--- src/rtl/eth_rx_frame_parser.sv ---
// Ethernet receive parser: strips preamble/SFD, extracts header fields, filters on
// destination, forwards payload without FCS and raises one status pulse per frame.
module eth_rx_frame_parser #(
  parameter logic [47:0] MAC_ADDR     = 48'h02_00_00_00_00_01,
  parameter bit          PROMISC      = 1'b0,
  parameter bit          ACCEPT_MCAST = 1'b1,
  parameter bit          VLAN_EN      = 1'b1,
  parameter int          MIN_FRAME    = 64,
  parameter int          MAX_FRAME    = 1518
) (
  input  logic        clk,
  input  logic        rst,
  input  logic [7:0]  rgmii_rx_data,
  input  logic        rgmii_rx_valid,
  output logic        hdr_valid,
  output logic [47:0] hdr_dst_mac,
  output logic [47:0] hdr_src_mac,
  output logic [15:0] hdr_ethertype,
  output logic        hdr_vlan_present,
  output logic [15:0] hdr_vlan_tci,
  output logic [7:0]  pay_data,
  output logic        pay_valid,
  output logic        pay_sop,
  output logic        pay_eop,
  output logic        pay_err,
  output logic        stat_good,
  output logic        stat_runt,
  output logic        stat_giant,
  output logic        stat_filtered,
  output logic        stat_bad_preamble
);

  typedef enum logic [2:0] {
    S_IDLE, S_PRE, S_DST, S_SRC, S_TYPE, S_VTAG, S_PAYLOAD, S_DROP
  } state_t;

  localparam logic [15:0] LIM_UNTAG = 16'(MAX_FRAME);
  localparam logic [15:0] LIM_TAG   = 16'(MAX_FRAME + 4);
  localparam logic [15:0] LEN_SAT   = 16'(MAX_FRAME + 5);
  localparam logic [15:0] MIN_LEN   = 16'(MIN_FRAME);

  state_t      state_q, state_d;
  logic [2:0]  fcnt_q, fcnt_d;
  logic [15:0] len_q, len_d;
  logic [47:0] dst_w_q, dst_w_d, src_w_q, src_w_d;
  logic [15:0] type_w_q, type_w_d, tci_w_q, tci_w_d;
  logic        vlan_w_q, vlan_w_d;
  logic [7:0]  buf_q [5];
  logic [7:0]  buf_d [5];
  logic [2:0]  buf_cnt_q, buf_cnt_d;
  logic        sop_done_q, sop_done_d;
  logic        drop_bad_q, drop_bad_d, drop_filt_q, drop_filt_d, drop_giant_q, drop_giant_d;

  logic        hdr_valid_q, hdr_valid_d, hdr_vlan_q, hdr_vlan_d;
  logic [47:0] hdr_dst_q, hdr_dst_d, hdr_src_q, hdr_src_d;
  logic [15:0] hdr_type_q, hdr_type_d, hdr_tci_q, hdr_tci_d;
  logic [7:0]  pay_data_q, pay_data_d;
  logic        pay_valid_q, pay_valid_d, pay_sop_q, pay_sop_d;
  logic        pay_eop_q, pay_eop_d, pay_err_q, pay_err_d;
  logic        st_good_q, st_good_d, st_runt_q, st_runt_d, st_giant_q, st_giant_d;
  logic        st_filt_q, st_filt_d, st_bad_q, st_bad_d;

  logic [15:0] len_inc, limit;
  logic [47:0] dst_full;
  logic [15:0] typ_full;
  logic        dst_hit;

  assign len_inc  = (len_q >= LEN_SAT) ? LEN_SAT : len_q + 16'd1;
  assign limit    = vlan_w_q ? LIM_TAG : LIM_UNTAG;
  assign dst_full = {dst_w_q[39:0], rgmii_rx_data};
  assign typ_full = {type_w_q[7:0], rgmii_rx_data};
  // Multicast test looks at the I/G bit of the first destination byte.
  assign dst_hit  = PROMISC || (dst_full == MAC_ADDR) || (&dst_full) ||
                    (ACCEPT_MCAST && dst_full[40]);

  always_comb begin
    state_d = state_q;  fcnt_d = fcnt_q;  len_d = len_q;
    dst_w_d = dst_w_q;  src_w_d = src_w_q;  type_w_d = type_w_q;
    tci_w_d = tci_w_q;  vlan_w_d = vlan_w_q;
    for (int i = 0; i < 5; i++) buf_d[i] = buf_q[i];
    buf_cnt_d = buf_cnt_q;  sop_done_d = sop_done_q;
    drop_bad_d = drop_bad_q;  drop_filt_d = drop_filt_q;  drop_giant_d = drop_giant_q;
    hdr_valid_d = 1'b0;  hdr_dst_d = hdr_dst_q;  hdr_src_d = hdr_src_q;
    hdr_type_d = hdr_type_q;  hdr_vlan_d = hdr_vlan_q;  hdr_tci_d = hdr_tci_q;
    pay_data_d = pay_data_q;  pay_valid_d = 1'b0;  pay_sop_d = 1'b0;
    pay_eop_d = 1'b0;  pay_err_d = 1'b0;
    st_good_d = 1'b0;  st_runt_d = 1'b0;  st_giant_d = 1'b0;
    st_filt_d = 1'b0;  st_bad_d = 1'b0;

    case (state_q)
      S_IDLE: if (rgmii_rx_valid) begin
        fcnt_d = 3'd1;  len_d = '0;  vlan_w_d = 1'b0;  tci_w_d = '0;
        buf_cnt_d = '0;  sop_done_d = 1'b0;
        drop_bad_d = 1'b0;  drop_filt_d = 1'b0;  drop_giant_d = 1'b0;
        if (rgmii_rx_data == 8'h55) state_d = S_PRE;
        else begin state_d = S_DROP; drop_bad_d = 1'b1; end
      end
      S_PRE: begin
        if (!rgmii_rx_valid) state_d = S_IDLE;
        else if (rgmii_rx_data == 8'hD5) begin state_d = S_DST; fcnt_d = '0; end
        else if (rgmii_rx_data == 8'h55 && fcnt_q < 3'd7) fcnt_d = fcnt_q + 3'd1;
        else begin state_d = S_DROP; drop_bad_d = 1'b1; end
      end
      S_DST, S_SRC, S_TYPE, S_VTAG: begin
        if (!rgmii_rx_valid) begin
          state_d = S_IDLE;
          st_runt_d = 1'b1;
        end else begin
          len_d  = len_inc;
          fcnt_d = fcnt_q + 3'd1;
          if (state_q == S_DST) begin
            dst_w_d = dst_full;
            if (fcnt_q == 3'd5) begin
              fcnt_d = '0;
              if (dst_hit) state_d = S_SRC;
              else begin state_d = S_DROP; drop_filt_d = 1'b1; end
            end
          end else if (state_q == S_SRC) begin
            src_w_d = {src_w_q[39:0], rgmii_rx_data};
            if (fcnt_q == 3'd5) begin state_d = S_TYPE; fcnt_d = '0; end
          end else if (state_q == S_VTAG && fcnt_q < 3'd2) begin
            tci_w_d = {tci_w_q[7:0], rgmii_rx_data};
          end else begin
            type_w_d = typ_full;
            if (state_q == S_TYPE && fcnt_q == 3'd1 && VLAN_EN && typ_full == 16'h8100) begin
              state_d = S_VTAG;  fcnt_d = '0;  vlan_w_d = 1'b1;
            end else if ((state_q == S_TYPE && fcnt_q == 3'd1) ||
                         (state_q == S_VTAG && fcnt_q == 3'd3)) begin
              state_d = S_PAYLOAD;
              hdr_valid_d = 1'b1;  hdr_dst_d = dst_w_q;  hdr_src_d = src_w_q;
              hdr_type_d = typ_full;  hdr_vlan_d = vlan_w_q;  hdr_tci_d = tci_w_q;
            end
          end
        end
      end
      S_PAYLOAD: begin
        if (!rgmii_rx_valid) begin
          state_d = S_IDLE;
          buf_cnt_d = '0;
          if (buf_cnt_q == 3'd5) begin
            pay_valid_d = 1'b1;  pay_data_d = buf_q[0];  pay_sop_d = !sop_done_q;
            pay_eop_d = 1'b1;  pay_err_d = (len_q < MIN_LEN);
          end
          if (len_q < MIN_LEN) st_runt_d = 1'b1;
          else                 st_good_d = 1'b1;
        end else begin
          len_d = len_inc;
          if (len_inc > limit) begin
            // Cut only a stream that has already opened with sop.
            if (sop_done_q && buf_cnt_q == 3'd5) begin
              pay_valid_d = 1'b1;  pay_data_d = buf_q[0];
              pay_eop_d = 1'b1;  pay_err_d = 1'b1;
            end
            buf_cnt_d = '0;  state_d = S_DROP;  drop_giant_d = 1'b1;
          end else if (buf_cnt_q == 3'd5) begin
            pay_valid_d = 1'b1;  pay_data_d = buf_q[0];  pay_sop_d = !sop_done_q;
            sop_done_d = 1'b1;
            for (int i = 0; i < 4; i++) buf_d[i] = buf_q[i+1];
            buf_d[4] = rgmii_rx_data;
          end else begin
            for (int i = 0; i < 5; i++) if (buf_cnt_q == 3'(i)) buf_d[i] = rgmii_rx_data;
            buf_cnt_d = buf_cnt_q + 3'd1;
          end
        end
      end
      S_DROP: if (!rgmii_rx_valid) begin
        state_d = S_IDLE;
        st_bad_d   = drop_bad_q;
        st_filt_d  = !drop_bad_q && drop_filt_q;
        st_giant_d = !drop_bad_q && !drop_filt_q && drop_giant_q;
      end
      default: state_d = S_IDLE;
    endcase
  end

  always_ff @(posedge clk or negedge rst) begin
    if (!rst) begin
      state_q <= S_IDLE;  fcnt_q <= '0;  len_q <= '0;
      dst_w_q <= '0;  src_w_q <= '0;  type_w_q <= '0;  tci_w_q <= '0;  vlan_w_q <= 1'b0;
      for (int i = 0; i < 5; i++) buf_q[i] <= '0;
      buf_cnt_q <= '0;  sop_done_q <= 1'b0;
      drop_bad_q <= 1'b0;  drop_filt_q <= 1'b0;  drop_giant_q <= 1'b0;
      hdr_valid_q <= 1'b0;  hdr_dst_q <= '0;  hdr_src_q <= '0;
      hdr_type_q <= '0;  hdr_vlan_q <= 1'b0;  hdr_tci_q <= '0;
      pay_data_q <= '0;  pay_valid_q <= 1'b0;  pay_sop_q <= 1'b0;
      pay_eop_q <= 1'b0;  pay_err_q <= 1'b0;
      st_good_q <= 1'b0;  st_runt_q <= 1'b0;  st_giant_q <= 1'b0;
      st_filt_q <= 1'b0;  st_bad_q <= 1'b0;
    end else begin
      state_q <= state_d;  fcnt_q <= fcnt_d;  len_q <= len_d;
      dst_w_q <= dst_w_d;  src_w_q <= src_w_d;  type_w_q <= type_w_d;
      tci_w_q <= tci_w_d;  vlan_w_q <= vlan_w_d;
      for (int i = 0; i < 5; i++) buf_q[i] <= buf_d[i];
      buf_cnt_q <= buf_cnt_d;  sop_done_q <= sop_done_d;
      drop_bad_q <= drop_bad_d;  drop_filt_q <= drop_filt_d;  drop_giant_q <= drop_giant_d;
      hdr_valid_q <= hdr_valid_d;  hdr_dst_q <= hdr_dst_d;  hdr_src_q <= hdr_src_d;
      hdr_type_q <= hdr_type_d;  hdr_vlan_q <= hdr_vlan_d;  hdr_tci_q <= hdr_tci_d;
      pay_data_q <= pay_data_d;  pay_valid_q <= pay_valid_d;  pay_sop_q <= pay_sop_d;
      pay_eop_q <= pay_eop_d;  pay_err_q <= pay_err_d;
      st_good_q <= st_good_d;  st_runt_q <= st_runt_d;  st_giant_q <= st_giant_d;
      st_filt_q <= st_filt_d;  st_bad_q <= st_bad_d;
    end
  end

  assign hdr_valid         = hdr_valid_q;
  assign hdr_dst_mac       = hdr_dst_q;
  assign hdr_src_mac       = hdr_src_q;
  assign hdr_ethertype     = hdr_type_q;
  assign hdr_vlan_present  = hdr_vlan_q;
  assign hdr_vlan_tci      = hdr_tci_q;
  assign pay_data          = pay_data_q;
  assign pay_valid         = pay_valid_q;
  assign pay_sop           = pay_sop_q;
  assign pay_eop           = pay_eop_q;
  assign pay_err           = pay_err_q;
  assign stat_good         = st_good_q;
  assign stat_runt         = st_runt_q;
  assign stat_giant        = st_giant_q;
  assign stat_filtered     = st_filt_q;
  assign stat_bad_preamble = st_bad_q;

endmodule

--- config.mk ---
export PLATFORM = sky130hd
export DESIGN_NAME = eth_rx_frame_parser
export DESIGN_NICKNAME = d
export VERILOG_FILES = /design/src/rtl/eth_rx_frame_parser.sv
export SDC_FILE = /design/constraint.sdc
export NUM_CORES = 1
export LEC_CHECK = 0
export BUFFER_PORTS_ARGS = -buffer_cell sky130_fd_sc_hd__buf_2
export CAP_MARGIN = 20
export CELL_PAD_IN_SITES_DETAIL_PLACEMENT = 0
export CELL_PAD_IN_SITES_GLOBAL_PLACEMENT = 1
export CORE_MARGIN = 2
export CORE_UTILIZATION = 25
export CTS_CLUSTER_DIAMETER = 50
export DETAILED_ROUTE_END_ITERATION = 10
export GPL_TIMING_DRIVEN = 0
export PLACE_DENSITY = 0.44
export SYNTH_ARGS = -nofsm -noshare
export SYNTH_HDL_FRONTEND = slang
export SYNTH_SLANG_ARGS = --single-unit
export TNS_END_PERCENT = 50
--- constraint.sdc ---
create_clock -name clk -period 3.76 [get_ports clk]
set_input_delay 0.188 -clock clk [delete_from_list [all_inputs] [get_ports clk]]
set_output_delay 0.188 -clock clk [all_outputs]
set_load 0.02 [all_outputs]
Word level (Yosys, flattened, before mapping)
Index checks and enable logic that the tools add are counted.
{"block": "totals", "reg_bits": 337, "inputBits": 11, "wordCells": 258}
{"block": "op_classes", "addsub": 3, "n_mux": 114, "n_reduce_logical": 50, "eq_ne": 47, "order_cmp": 5, "bitwise_logic": 5}
{"op": "two-way mux 16 bit", "count": 7}
{"op": "two-way mux 3 bit", "count": 31}
{"op": "two-way mux 8 bit", "count": 9}
{"op": "case mux 16 bit (2 select lines)", "count": 2}
{"op": "two-way mux 1 bit", "count": 54}
{"op": "== test 48 x 42 -> 1 bit, second input constant", "count": 1}
{"op": "AND reduction 48 bit", "count": 1}
{"op": "two-way mux 40 bit", "count": 1}
{"op": "inequality test 2 bit, second input constant", "count": 18}
{"op": "AND reduction 4 bit", "count": 7}
{"op": "== test 3 bit, second input constant", "count": 7}
{"op": "AND reduction 5 bit", "count": 4}
{"op": "nonzero test 2 bit", "count": 9}
{"op": "adder 16 x 1 -> 16 bit, second input constant", "count": 1}
{"op": "== test 16 bit, second input constant", "count": 1}
{"op": ">= comparator 16 x 11 -> 1 bit, second input constant", "count": 1}
{"op": "greater-than comparator 16 x 11 -> 1 bit", "count": 1}
{"op": "less-than comparator 16 x 7 -> 1 bit, second input constant", "count": 1}
{"op": "inequality test 4 bit, second input constant", "count": 4}
{"op": "== test 3 x 2 -> 1 bit, second input constant", "count": 5}
{"op": "case mux 3 bit (5 select lines)", "count": 1}
{"op": "AND reduction 7 bit", "count": 2}
{"op": "case mux 1 bit (2 select lines)", "count": 6}
{"op": "AND reduction 6 bit", "count": 2}
{"op": "other kinds (25)", "count": 48}

Logic depth before layout (Yosys ltp)
{"block": "logic_depth", "ltp_word": 10, "mapped_depth": 15, "depth_no_buf": 13}

Least setup slack after synthesis
Ideal clock, no wire load.
{"block": "synth_timing", "path_type": "register -> register", "start": "register len_q[0]", "end": "register buf_q[0] (netlist name)", "arrival_ns": 3.191, "synth_period_minus_slack_ns": 3.316, "path_stages_with_launch": 14, "slack_ns": 0.444, "path_buffers": 0, "path_cell_list": "dfrtp_1 ha_1 or3_1 nand4_1 and2_1 o21ai_0 ha_1 or4_1 nor3_1 o2bb2ai_1 a21o_1 a21oi_4 nor2_8 mux2_4"}
{"block": "synth_via", "elab_chain_cells": 5, "word_cells_on_any_way": 6, "classes_between": "add/sub: 1; order compare: 2; mux: 1; bitwise: 1; reduce/logical: 1"}
{"element": "from (decl)", "line": "44", "rtl": "logic [15:0] len_q, len_d;"}
{"element": "from (signal assigned)", "line": "190", "rtl": "state_q <= state_d; fcnt_q <= fcnt_d; len_q <= len_d;"}
{"element": "adder 16 x 1 -> 16 bit / >= comparator 16 x 11 -> 1 bit (equally long branches)", "line": "68", "rtl": "assign len_inc = (len_q >= LEN_SAT) ? LEN_SAT : len_q + 16'd1;"}
{"element": "two-way mux 16 bit (*)", "line": "68"}
{"element": "greater-than comparator 16 x 11 -> 1 bit (*)", "line": "148", "rtl": "if (len_inc > limit) begin"}
{"element": "NOT 1 bit (no line) (*)"}
{"element": "AND reduction 4 bit (no line) (*)"}
{"element": "to (decl)", "line": "48", "rtl": "logic [7:0] buf_q [5];"}
Every way passes the cells marked *; elsewhere a longest branch is shown, timed or not.
A chain may end at the register's enable or synchronous reset.

Worst setup path in the final report
{"block": "layout_timing", "start": "register len_q[1]", "end": "register buf_q[5] (netlist name)"}
The elaborated chain is that of the path after synthesis.

==> key figures <==
Status
  • Status: finished clean

Timing
  • Final Slew Violations: 0
  • Fin crit share: 96.5%
  • Relative slew slack: 41.9%
  • Final min period: 3.63 ns
  • Slew @ Worst Pin: 0.872 ns
  • Final Hold Viols: 0
  • Setup violators final: 0
  • Clock Skew: 0.0178 ns
  • Setup TNS: 0 ns
  • Max Freq: 0.276 GHz

Die
  • I/O pins: 158
  • Die Ht: 243 um
  • Number of cell rows: 87
  • Initial Util: 25.3%
  • DIE WIDTH: 243 um
  • Die area: 59,100 um^2
  • Core ar.: 56,400 um^2

Setup path
  • Crit path to: buf_q[5]
  • Worst path bufs/invs: 0
  • R2r endpoint: buf_q[5]
  • CP Launch Point: len_q[1]
  • Crit. path cell count: 13
  • Slowest stage delay, CP: 0.53 ns
  • R2R Path Start: len_q[1]
  • Crit path kind: reg -> reg
  • Reg2Reg Depth: 13
  • Max stage delay cell, worst path: or4_1
  • CP Max Fanout: 8
  • CP arrival: 4.07 ns
  • CP startpoint kind: register
  • Reg2Reg Setup Slack: 0.13 ns
  • CP cell instances: ha_2 > or3_1 > nand4_1 > and2_4 > o21ai_0 > ha_1 > or4_1 > nor3_2 > o2bb2ai_1 > a21o_1 > a21oi_4 > nor2_8 > mux2_4
  • Family with the most delay on the worst path: simple AND/OR/NAND/NOR gates
  • Data required, critical path: 4.20 ns
  • Worst setup EP type: register

Power and ir drop
  • Gate power share: 27.8%
  • Clock power frac: 32.5%
  • Net Sw Power: 0.00489 W
  • Int Pwr: 0.00948 W
  • Peak supply drop: 349 uV
  • Pleak: 8.59 nW
  • Switching Share: 34.0%
  • Sequential share of power: 39.7%
  • Total power draw: 0.0144 W
  • PwrDens: 805 nW/um^2

Logic synthesis
  • Mapped Cells: 1,060
  • Area leader, netlist: dfrtp_1
  • Syn_nets: 1,082
  • Mapped cell area: 14,300 um^2
  • EDFF count, synth: 0
  • Ys Warns: 0
  • Largest cells by area after synthesis: dfrtp_1 (59%), mux2_2 (17%), nand2_1 (1.7%)
  • Ys flop type: dfrtp_1
  • Unique masters post-synth: 69
  • Syn Area/Cell: 13.5 um^2
  • Post-synthesis async set-or-reset flop share: 100%
  • Synthesized flop and latch total: 337
  • Top-area cell type share of the netlist area: 59.1%
  • Post-synthesis sequential area ratio: 59.1%

Clock tree
  • CTS tree: yes
  • Clk sinks: 337
  • Clock transition at path regs: 0.05 ns
  • Clk root buf: clkbuf_16
  • Worst skew pair latency: 0.57 ns
  • H-tree depth: 2
  • Clock Path Buffers: 3
  • TritonCTS Buffers: 48

Detailed routing
  • DR vias: 9,156
  • Drt first pass iters: 4
  • DRC viols: 0
  • WL/cell: 19.5 um
  • Via-to-Cell Ratio: 4.42
  • Routed Wire Length: 40,400 um
  • Starting DRT DRC Count: 414
  • Post-route ant nets: 0

Global route
  • Total grt overflow: 0
  • Number of global-route vias before repair: 9,815
  • Largest net degree at the start of global routing: 113
  • Initial antenna violation count: 3
  • First-pass GRT wire length: 62,500 um
  • Gr usage total: 13.7%

Placement
  • Post-DP Area: 16,100 um^2
  • GP Congestion: 0.753
  • IO Port Bufs: 156
  • Dpl hpwl: 27,800 um
  • Placed cells: 1,975

Final layout
  • Share of cells above drive strength 1: 41.4%
  • Area delta synth->final: 25.0%
  • Fin cells: 2,070
  • Final instance area: 17,900 um^2
  • Nets: 1,299
  • Inserted Diodes: 0

Worst hold path
  • Hold crit path type: in -> reg

Job
  • Max cap viols: 0
==> placed cells by master, fill, tap and decap left out, types with 6 or more instances in the layout <==
cell type,count
clkinvlp_4,6
mux2_2,217
o22ai_1,15
a31oi_1,22
nor3_1,12
o21ai_0,38
clkinv_2,6
nand3_1,13
nand4_1,8
and2_1,7
bufinv_16,7
mux2_1,16
a2bb2oi_2,13
clkbuf_1,45
buf_4,6
inv_1,23
nand2_1,64
nor2_1,32
a21oi_1,20
nor3b_1,12
o22a_1,12
nor4_1,12
mux2i_1,12
clkbuf_16,48
a22o_1,6
ha_1,10
dfrtp_1,335
mux2_4,16
buf_2,174
==> flip-flops by register name, summed over array words and instances, names as in the netlist, 40 cells and up <==
name	cells
buf_q	40
hdr_dst_mac	48
src_w_q	48
dst_w_q	48
hdr_src_mac	48
==> routing by layer <==
metal	up-vias	part of all wire, %	wire length, um	track usage, %
met5	-	0	0	0
met4	0	2.2	869	3.95
met3	60	4.7	1910	3.26
met2	136	46	18800	21.8
met1	4672	47	18800	18.5
li1	4288	-	-	-
==> synthesized netlist by cell type (all sizes together), types with 4 or more instances <==
cell	n
or3	4
o21ai	41
and2	8
o22a	12
buf	29
a22o	6
inv	25
mux2i	13
and4	4
a31oi	22
a21oi	26
a2bb2oi	13
nand2b	5
o22ai	15
nor3	13
clkbuf	36
nand4	8
nand3	14
ha	11
dfrtp	337
nor2	33
o21a	5
nand2	66
nor3b	12
mux2	249
nor4	13
==> power by group through the flow <==
| stage | Clock (W) | Combinational, W | Sequential (W) |
|---|---|---|---|
| final | 0.00467 | 0.00400 | 0.00570 |
| after global placement | 0 | 0.00397 | 0.00579 |
| after global routing | 0.00501 | 0.00437 | 0.00589 |
| after CTS | 0.00484 | 0.00405 | 0.00575 |
| after detailed placement | 0 | 0.00400 | 0.00581 |
| after floorplan | 0 | 0.00219 | 0.00599 |
==> repair_timing <==
item                                    CTS  global route
resized for setup                         3             7
hold endpoints to repair                 53             0
buffers inserted                          3             4
pin swaps                                 2             3
hold buffers                              1             0
endpoints found under the setup margin   40            53
==> worst min-delay path, stage by stage <==
cell,delay (ns)
buf_2,0.18
nand2_1,0.15
o21ai_0,0.08
==> worst min-delay path by stage <==
stage	start	end	slack (ns)	cells after the start
2_1_floorplan	rst	buf_cnt_q[0]	-0.11	0
3_3_place_gp	sop_done_q	pay_sop	0.42	1
3_5_place_dp	rst	buf_q[11]	0.17	1
4_1_cts	rgmii_rx_valid	drop_giant_q	0.04	3
5_1_grt	rgmii_rx_valid	drop_giant_q	0.11	3
6_report	rgmii_rx_valid	drop_giant_q	0.08	3
==> area by class of cell <==
class	instances	area (um^2)
inverter	25	93.8
clock inverter	25	350
fill	5751	38500
multi-input combinational	633	5470
timing repair buffer	167	961
sequential	337	8440
clock buffer	62	1290
tap	756	946
buffer	65	307
==> stage by stage <==
stage | hold WS (ns) | setup slack, ns | utilization (%)
after CTS | 0.0352 | 0.0212 | 31.6
final | 0.0795 | 0.133 | 31.7
after detailed placement | 0.170 | -0.112 | 28.6
after global routing | 0.112 | -0.000483 | 31.7
after global placement | 0.422 | -4.63 | 28.4
after floorplan | -0.108 | 0.444 | -
==> kinds of logic (layout without fill, tap and decap cells) <==
logic type	Yosys count	after routing	synth area share [%]
adder cells (fa/ha/maj)	11	11	0.964
XOR/XNOR	3	3	0.184
buffers and inverters	90	344	2.79
AND/OR/NAND/NOR	196	196	7.16
flip-flops	337	337	59.1
multiplexers	262	262	21.0
AO/OA/AOI/OAI	161	161	8.88
No activity file was read; power rests on OpenSTA's default activity.
